--- src/rtl/debounce_pkg.sv ---
// Shared types and constants for the multi-channel debouncer.
package debounce_pkg;

   typedef enum logic {IDLE, COUNTING} debounce_state_t;

   localparam int unsigned GLITCH_COUNT_WIDTH = 8;

endpackage

--- src/rtl/debounce_channel.sv ---
// One debounce channel: synchroniser, threshold counter FSM, edge pulses and, when
// DEBOUNCE_MULTI_GLITCH_COUNT_EN is defined, a saturating tally of aborted counts.
module debounce_channel
   import debounce_pkg::*;
#(
   parameter int unsigned CounterWidth = 16,
   parameter int unsigned SyncStages   = 2
) (
   input  logic                          clock_i,
   input  logic                          reset_i,
   input  logic [CounterWidth-1:0]       threshold_i,
   input  logic                          bouncing_i,
   output logic                          debounced_o,
   output logic                          rise_o,
   output logic                          fall_o,
   output logic [GLITCH_COUNT_WIDTH-1:0] glitch_count_o
);

   logic [SyncStages-1:0]   sync_q;
   logic                    sample;
   logic [CounterWidth-1:0] teff;
   logic [CounterWidth-1:0] thr_q;
   logic [CounterWidth-1:0] cnt_q;
   logic                    out_q;
   logic                    rise_q;
   logic                    fall_q;
   debounce_state_t         state_q;

   assign sample = sync_q[SyncStages-1];
   // A zero threshold behaves like one: commit on the first differing sample.
   assign teff   = (threshold_i == '0) ? CounterWidth'(1) : threshold_i;

   always_ff @(posedge clock_i) begin
      if (reset_i) begin
         sync_q <= '0;
      end else begin
         sync_q <= {sync_q[SyncStages-2:0], bouncing_i};
      end
   end

   always_ff @(posedge clock_i) begin
      if (reset_i) begin
         state_q <= IDLE;
         cnt_q   <= '0;
         thr_q   <= '0;
         out_q   <= 1'b0;
         rise_q  <= 1'b0;
         fall_q  <= 1'b0;
      end else begin
         rise_q <= 1'b0;
         fall_q <= 1'b0;
         unique case (state_q)
            IDLE: begin
               if (sample != out_q) begin
                  thr_q <= teff;
                  if (teff == CounterWidth'(1)) begin
                     out_q  <= ~out_q;
                     rise_q <= ~out_q;
                     fall_q <= out_q;
                  end else begin
                     cnt_q   <= CounterWidth'(1);
                     state_q <= COUNTING;
                  end
               end
            end
            COUNTING: begin
               if (sample == out_q) begin
                  cnt_q   <= '0;
                  state_q <= IDLE;
               end else if (cnt_q + CounterWidth'(1) == thr_q) begin
                  out_q   <= ~out_q;
                  rise_q  <= ~out_q;
                  fall_q  <= out_q;
                  cnt_q   <= '0;
                  state_q <= IDLE;
               end else begin
                  cnt_q <= cnt_q + CounterWidth'(1);
               end
            end
            default: state_q <= IDLE;
         endcase
      end
   end

   assign debounced_o = out_q;
   assign rise_o      = rise_q;
   assign fall_o      = fall_q;

`ifdef DEBOUNCE_MULTI_GLITCH_COUNT_EN
   logic                          abort;
   logic [GLITCH_COUNT_WIDTH-1:0] glitch_q;

   assign abort = (state_q == COUNTING) && (sample == out_q);

   always_ff @(posedge clock_i) begin
      if (reset_i) begin
         glitch_q <= '0;
      end else if (abort && (glitch_q != '1)) begin
         glitch_q <= glitch_q + GLITCH_COUNT_WIDTH'(1);
      end
   end

   assign glitch_count_o = glitch_q;
`else
   assign glitch_count_o = '0;
`endif

endmodule

--- src/rtl/debounce_multi.sv ---
// Bank of independent debounce channels sharing one runtime threshold.
// Per-channel glitch counters are built only with DEBOUNCE_MULTI_GLITCH_COUNT_EN.
module debounce_multi
   import debounce_pkg::*;
#(
   parameter int unsigned NUM_CHANNELS           = 4,
   parameter int unsigned DEBOUNCE_COUNTER_WIDTH = 16,
   parameter int unsigned SYNC_STAGES            = 2
) (
   input  logic                                       i_clock,
   input  logic                                       i_reset,
   input  logic [DEBOUNCE_COUNTER_WIDTH-1:0]          i_debounce_counter,
   input  logic [NUM_CHANNELS-1:0]                    i_bouncing_signal,
   output logic [NUM_CHANNELS-1:0]                    o_debounced_signal,
   output logic [NUM_CHANNELS-1:0]                    o_rise_pulse,
   output logic [NUM_CHANNELS-1:0]                    o_fall_pulse,
   output logic [NUM_CHANNELS*GLITCH_COUNT_WIDTH-1:0] o_glitch_count
);

   for (genvar i = 0; i < NUM_CHANNELS; i++) begin : g_ch
      debounce_channel #(
         .CounterWidth (DEBOUNCE_COUNTER_WIDTH),
         .SyncStages   (SYNC_STAGES)
      ) u_channel (
         .clock_i        (i_clock),
         .reset_i        (i_reset),
         .threshold_i    (i_debounce_counter),
         .bouncing_i     (i_bouncing_signal[i]),
         .debounced_o    (o_debounced_signal[i]),
         .rise_o         (o_rise_pulse[i]),
         .fall_o         (o_fall_pulse[i]),
         .glitch_count_o (o_glitch_count[GLITCH_COUNT_WIDTH*i +: GLITCH_COUNT_WIDTH])
      );
   end

endmodule
--- config.mk ---
export PLATFORM = sky130hd
export DESIGN_NAME = debounce_multi
export DESIGN_NICKNAME = d
export VERILOG_FILES = /design/src/rtl/debounce_pkg.sv /design/src/rtl/debounce_channel.sv /design/src/rtl/debounce_multi.sv
export SDC_FILE = /design/constraint.sdc
export NUM_CORES = 1
export LEC_CHECK = 0
export ABC_AREA = 1
export ABC_CLOCK_PERIOD_IN_PS = 2800
export CAP_MARGIN = 20
export CORE_MARGIN = 4
export CORE_UTILIZATION = 60
export DETAILED_ROUTE_END_ITERATION = 10
export PLACE_DENSITY = 0.81
export RECOVER_POWER = 50
export SLEW_MARGIN = 10
export SYNTH_ARGS = -nofsm -noshare
export SYNTH_HDL_FRONTEND = slang
export SYNTH_SLANG_ARGS = --single-unit
export TNS_END_PERCENT = 10
--- constraint.sdc ---
create_clock -name i_clock -period 2.8 [get_ports i_clock]
set_input_delay 0.28 -clock i_clock [delete_from_list [all_inputs] [get_ports i_clock]]
set_output_delay 0.28 -clock i_clock [all_outputs]
set_load 0.01 [all_outputs]
==> impl_summary.log <==
INFO  metric run_status = finished, final reports clean
INFO  metric critical_path_class = reg -> reg
INFO  metric critical_path.slowest_cell = dfxtp_1
INFO  metric crit_path_max_fanout = 17
INFO  metric irDropWorstVdd = 0.000585 V
INFO  metric setup_tns = 0 ns
INFO  metric timing.critical_path.required = 3.08 ns
INFO  metric nets = about 1,500
INFO  metric cts_tree = built
INFO  metric r2r_cells = 12
INFO  metric slowest_delay = 0.43 ns
INFO  metric power_per_cell_area = between 500 and 600 nW/um^2
INFO  metric detail-route-antenna-nets = 0
INFO  metric route.vias.total = slightly above 9,000
INFO  metric die_w = ~130 microns
INFO  metric register_area = around 3000 sq um
INFO  metric synth_largest_area_cell = dfxtp_1
INFO  metric netlist-cell-type-count = 42
INFO  metric multi_input_comb_area = between 5000 and 6000 sq um
INFO  metric layout-drive-gt1-share = 0.0881
INFO  metric fp.dieArea = around 17,000 sq um
INFO  metric grt_setup_unrepaired = false
INFO  metric cellInternalPower = a little under 4 mW
INFO  metric p_leak = ~4.4 nW
INFO  metric cts-buffers-inserted = 17
INFO  metric critical_path_depth = 12
INFO  metric remaining_drc_errors = 0
INFO  metric cts_resized = 0
INFO  metric critical-path-top-delay-family = simple AND/OR/NAND/NOR gates
INFO  metric worst_slew_pin_slew = ~1.1 ns
INFO  metric wire_length_of_the_first_global_routing_pass = roughly 39,000 microns
INFO  metric cts_hold_buffers = 0
INFO  metric swShare = 0.251
INFO  metric die_height = roughly 130 microns
INFO  metric clock-sinks = around 150
INFO  metric routedWlPerCell = between 10 and 15 microns
INFO  metric synth.avg_cell_area = approximately 6.5 sq um
INFO  metric initial_core_util = 0.612
INFO  metric num_antenna_cells = 0
INFO  metric area.growth.synth_to_final = 9.75%
INFO  metric h-tree-depth = 4
INFO  metric yosysWarnings = 0
INFO  metric port_buffers = 33
INFO  metric worst_path_most_repeated_cell = nand3_1
INFO  metric pin_count = 66
INFO  metric grt_usage = 0.268
INFO  metric ys_ff_latch = about 150
INFO  metric cts-root-to-sink-buffers = 2
INFO  metric timing.critical_path.arrival = roughly 2.8 ns
INFO  metric p_sw = 1.33 mW
INFO  metric place_hpwl = approximately 17,000 microns
INFO  metric worst-path-buf-inv = 0
INFO  metric cts_setup_buffers = 0
INFO  metric number_of_failing_hold_endpoints_at_the_final_stage = 0
INFO  metric antenna_violations_before_repair = 0
INFO  metric holdPathStages = 3
INFO  metric maxCapViolCount = 0
INFO  metric place_ws = 0.229 ns
INFO  metric drt-vias-per-instance = ~5.6
INFO  metric first_iter_violations = just over 900
INFO  metric timing.hold.worst.class = in -> reg
INFO  metric final_number_of_max_transition_violations = 0
INFO  metric synth.area.top_cells = dfxtp_1 33%, nand2_1 15%, a21oi_1 6.9%, inv_1 6.8%, nand3_1 5.5%
INFO  metric synth_largest_type_area_fraction = 0.328
INFO  metric core_box_area = roughly 15,000 sq um
INFO  metric power_share_of_the_sequential_group = 0.434
INFO  metric gp_congestion = 0.904
INFO  metric p_clk_frac = 0.464
INFO  metric clkTransAtPathRegs = around 0.060 ns
INFO  metric fin_crit = 2.50 ns
INFO  metric global_route.overflow_total = 0
INFO  metric timing.slew.headroom = 0.293
INFO  metric post-layout-total-power = 5.31 mW
INFO  metric fillers = 1,324
INFO  metric synth.cell_area = 9270 sq um
INFO  metric period_share = 0.892
INFO  metric fmax = around 0.40 GHz
INFO  metric skew = a little over 0.008 ns
INFO  metric cts-root-buf = clkbuf_16
INFO  metric setup_slack = slightly above 0.3 ns
INFO  metric grt_max_degree = ~80
INFO  metric drt_pass1_iterations = 6
INFO  metric timing.critical_path.cells = ha_1, nand3_1, nand2_1, nand2_1, nand2_1, nand3_1, nor2_1, nand3_1, nor2_4, nand4_4, nand3_1, a21oi_1
INFO  metric wl = about 24,000 microns
INFO  metric floorplan.rows = 45
INFO  metric first_global_vias = between 8,000 and 9,000
INFO  metric setup_violations = 0
INFO  metric setup.worst_path.start_class = flip-flop
INFO  metric logic_gate_share_of_total_power = 0.103
INFO  metric synthCells = ~1,400
INFO  metric worst_skew_pair.late_latency = roughly 0.44 ns
INFO  metric synth.yosys.seq_area_share = 0.328
INFO  metric worst_setup_path_end_kind = flip-flop
==> metrics by stage <==
| step | hold slack [ns] | cells | util | instance area, sq um |
|---|---|---|---|---|
| floorplan | 0.387 | 1446 | - | 9380 |
| global placement | 0.390 | 1599 | 0.631 | 9560 |
| detailed placement | 0.395 | 1599 | 0.631 | 9560 |
| CTS | 0.360 | 1630 | 0.673 | 10200 |
| global route | 0.370 | 1630 | 0.671 | 10200 |
| finish | 0.358 | 1630 | 0.671 | 10200 |
==> per-layer routing <==
metal,GRT usage,wire length [microns],vias up
li1,-,-,4577
met3,0.0725,2080,64
met2,0.434,11100,351
met5,0,0,-
met4,0.117,727,0
met1,0.338,10200,4192
==> worst min-delay path, delay by kind of cell <==
family	cells	cell delay (ns)
buffers and inverters	2	0.44
AND/OR/NAND/NOR	1	0.03
==> power groups by stage <==
stage          clock network [mW]  logic [mW]  registers, mW
3_3_place_gp                    0       0.525           2.35
2_1_floorplan                   0       0.436           2.32
4_1_cts                      2.47       0.541           2.30
6_report                     2.46       0.546           2.30
5_1_grt                      2.57       0.605           2.31
3_5_place_dp                    0       0.534           2.35
==> cells in the final DEF (no fill, tap or decap), drive strengths merged, types with 7 or more instances in the layout <==
master,instances
nand3,117
clkbuf,29
o21ai,83
buf,19
clkdlybuf4s50,20
nand2,376
xor2,9
dlygate4sd3,12
dfxtp,152
o21bai,7
a21oi,140
nand4,75
nand3b,24
nor2,136
inv,174
conb,32
==> registers in the layout, indices dropped and copies added, names as in the netlist <==
register	cells
g_ch.u_channel.state_q	4
g_ch.u_channel.rise_o	4
g_ch.u_channel.cnt_q	64
g_ch.u_channel.fall_o	4
g_ch.u_channel.sync_q	8
g_ch.u_channel.thr_q	64
g_ch.u_channel.debounced_o	4
==> layout make-up <==
class | instances | share of cell area
Clock buffer | 24 | 0.0474
Timing Repair Buffer | 56 | 0.0474
Tap cell | 188 | 0.0231
Clock inverter | 7 | 0.0139
Sequential cell | 152 | 0.299
Inverter | 178 | 0.0658
Multi-Input combinational cell | 1025 | 0.503
==> cell usage after synthesis, drive strengths merged <==
cell	count
inv	174
dfxtp	152
clkinv	4
o21ai	83
or2	3
nand3b	24
conb	1
and2	3
nor4	2
buf	57
xor2	9
a21oi	140
nand3	117
nand2	376
o21a	1
nor3	5
o21bai	7
xnor3	4
nand4	75
ha	4
xnor2	4
clkbuf	34
nor2	136
==> worst paths after layout <==
kind,startpoint,to,slack (ns)
worst max-delay path,g_ch[1].u_channel.cnt_q[0]$_SDFFE_PP0P_,g_ch[1].u_channel.cnt_q[2]$_SDFFE_PP0P_,0.30
worst min-delay path,i_bouncing_signal[3],g_ch[3].u_channel.sync_q[0]$_SDFF_PP0_,0.36
worst min register to register,g_ch[3].u_channel.sync_q[0]$_SDFF_PP0_,g_ch[3].u_channel.sync_q[1]$_SDFF_PP0_,0.40
worst max register to register,g_ch[1].u_channel.cnt_q[0]$_SDFFE_PP0P_,g_ch[1].u_channel.cnt_q[2]$_SDFFE_PP0P_,0.30
==> kinds of logic after synthesis <==
| group | count (synthesis) | synth area share |
|---|---|---|
| XOR/XNOR | 17 | 0.0220 |
| other | 1 | 0.000405 |
| buffers and inverters | 269 | 0.132 |
| adder cells (fa/ha/maj) | 4 | 0.00540 |
| AND/OR/NAND/NOR | 741 | 0.378 |
| flip-flops | 152 | 0.328 |
| AO/OA/AOI/OAI | 231 | 0.133 |
(Power assumes the default switching activity.)
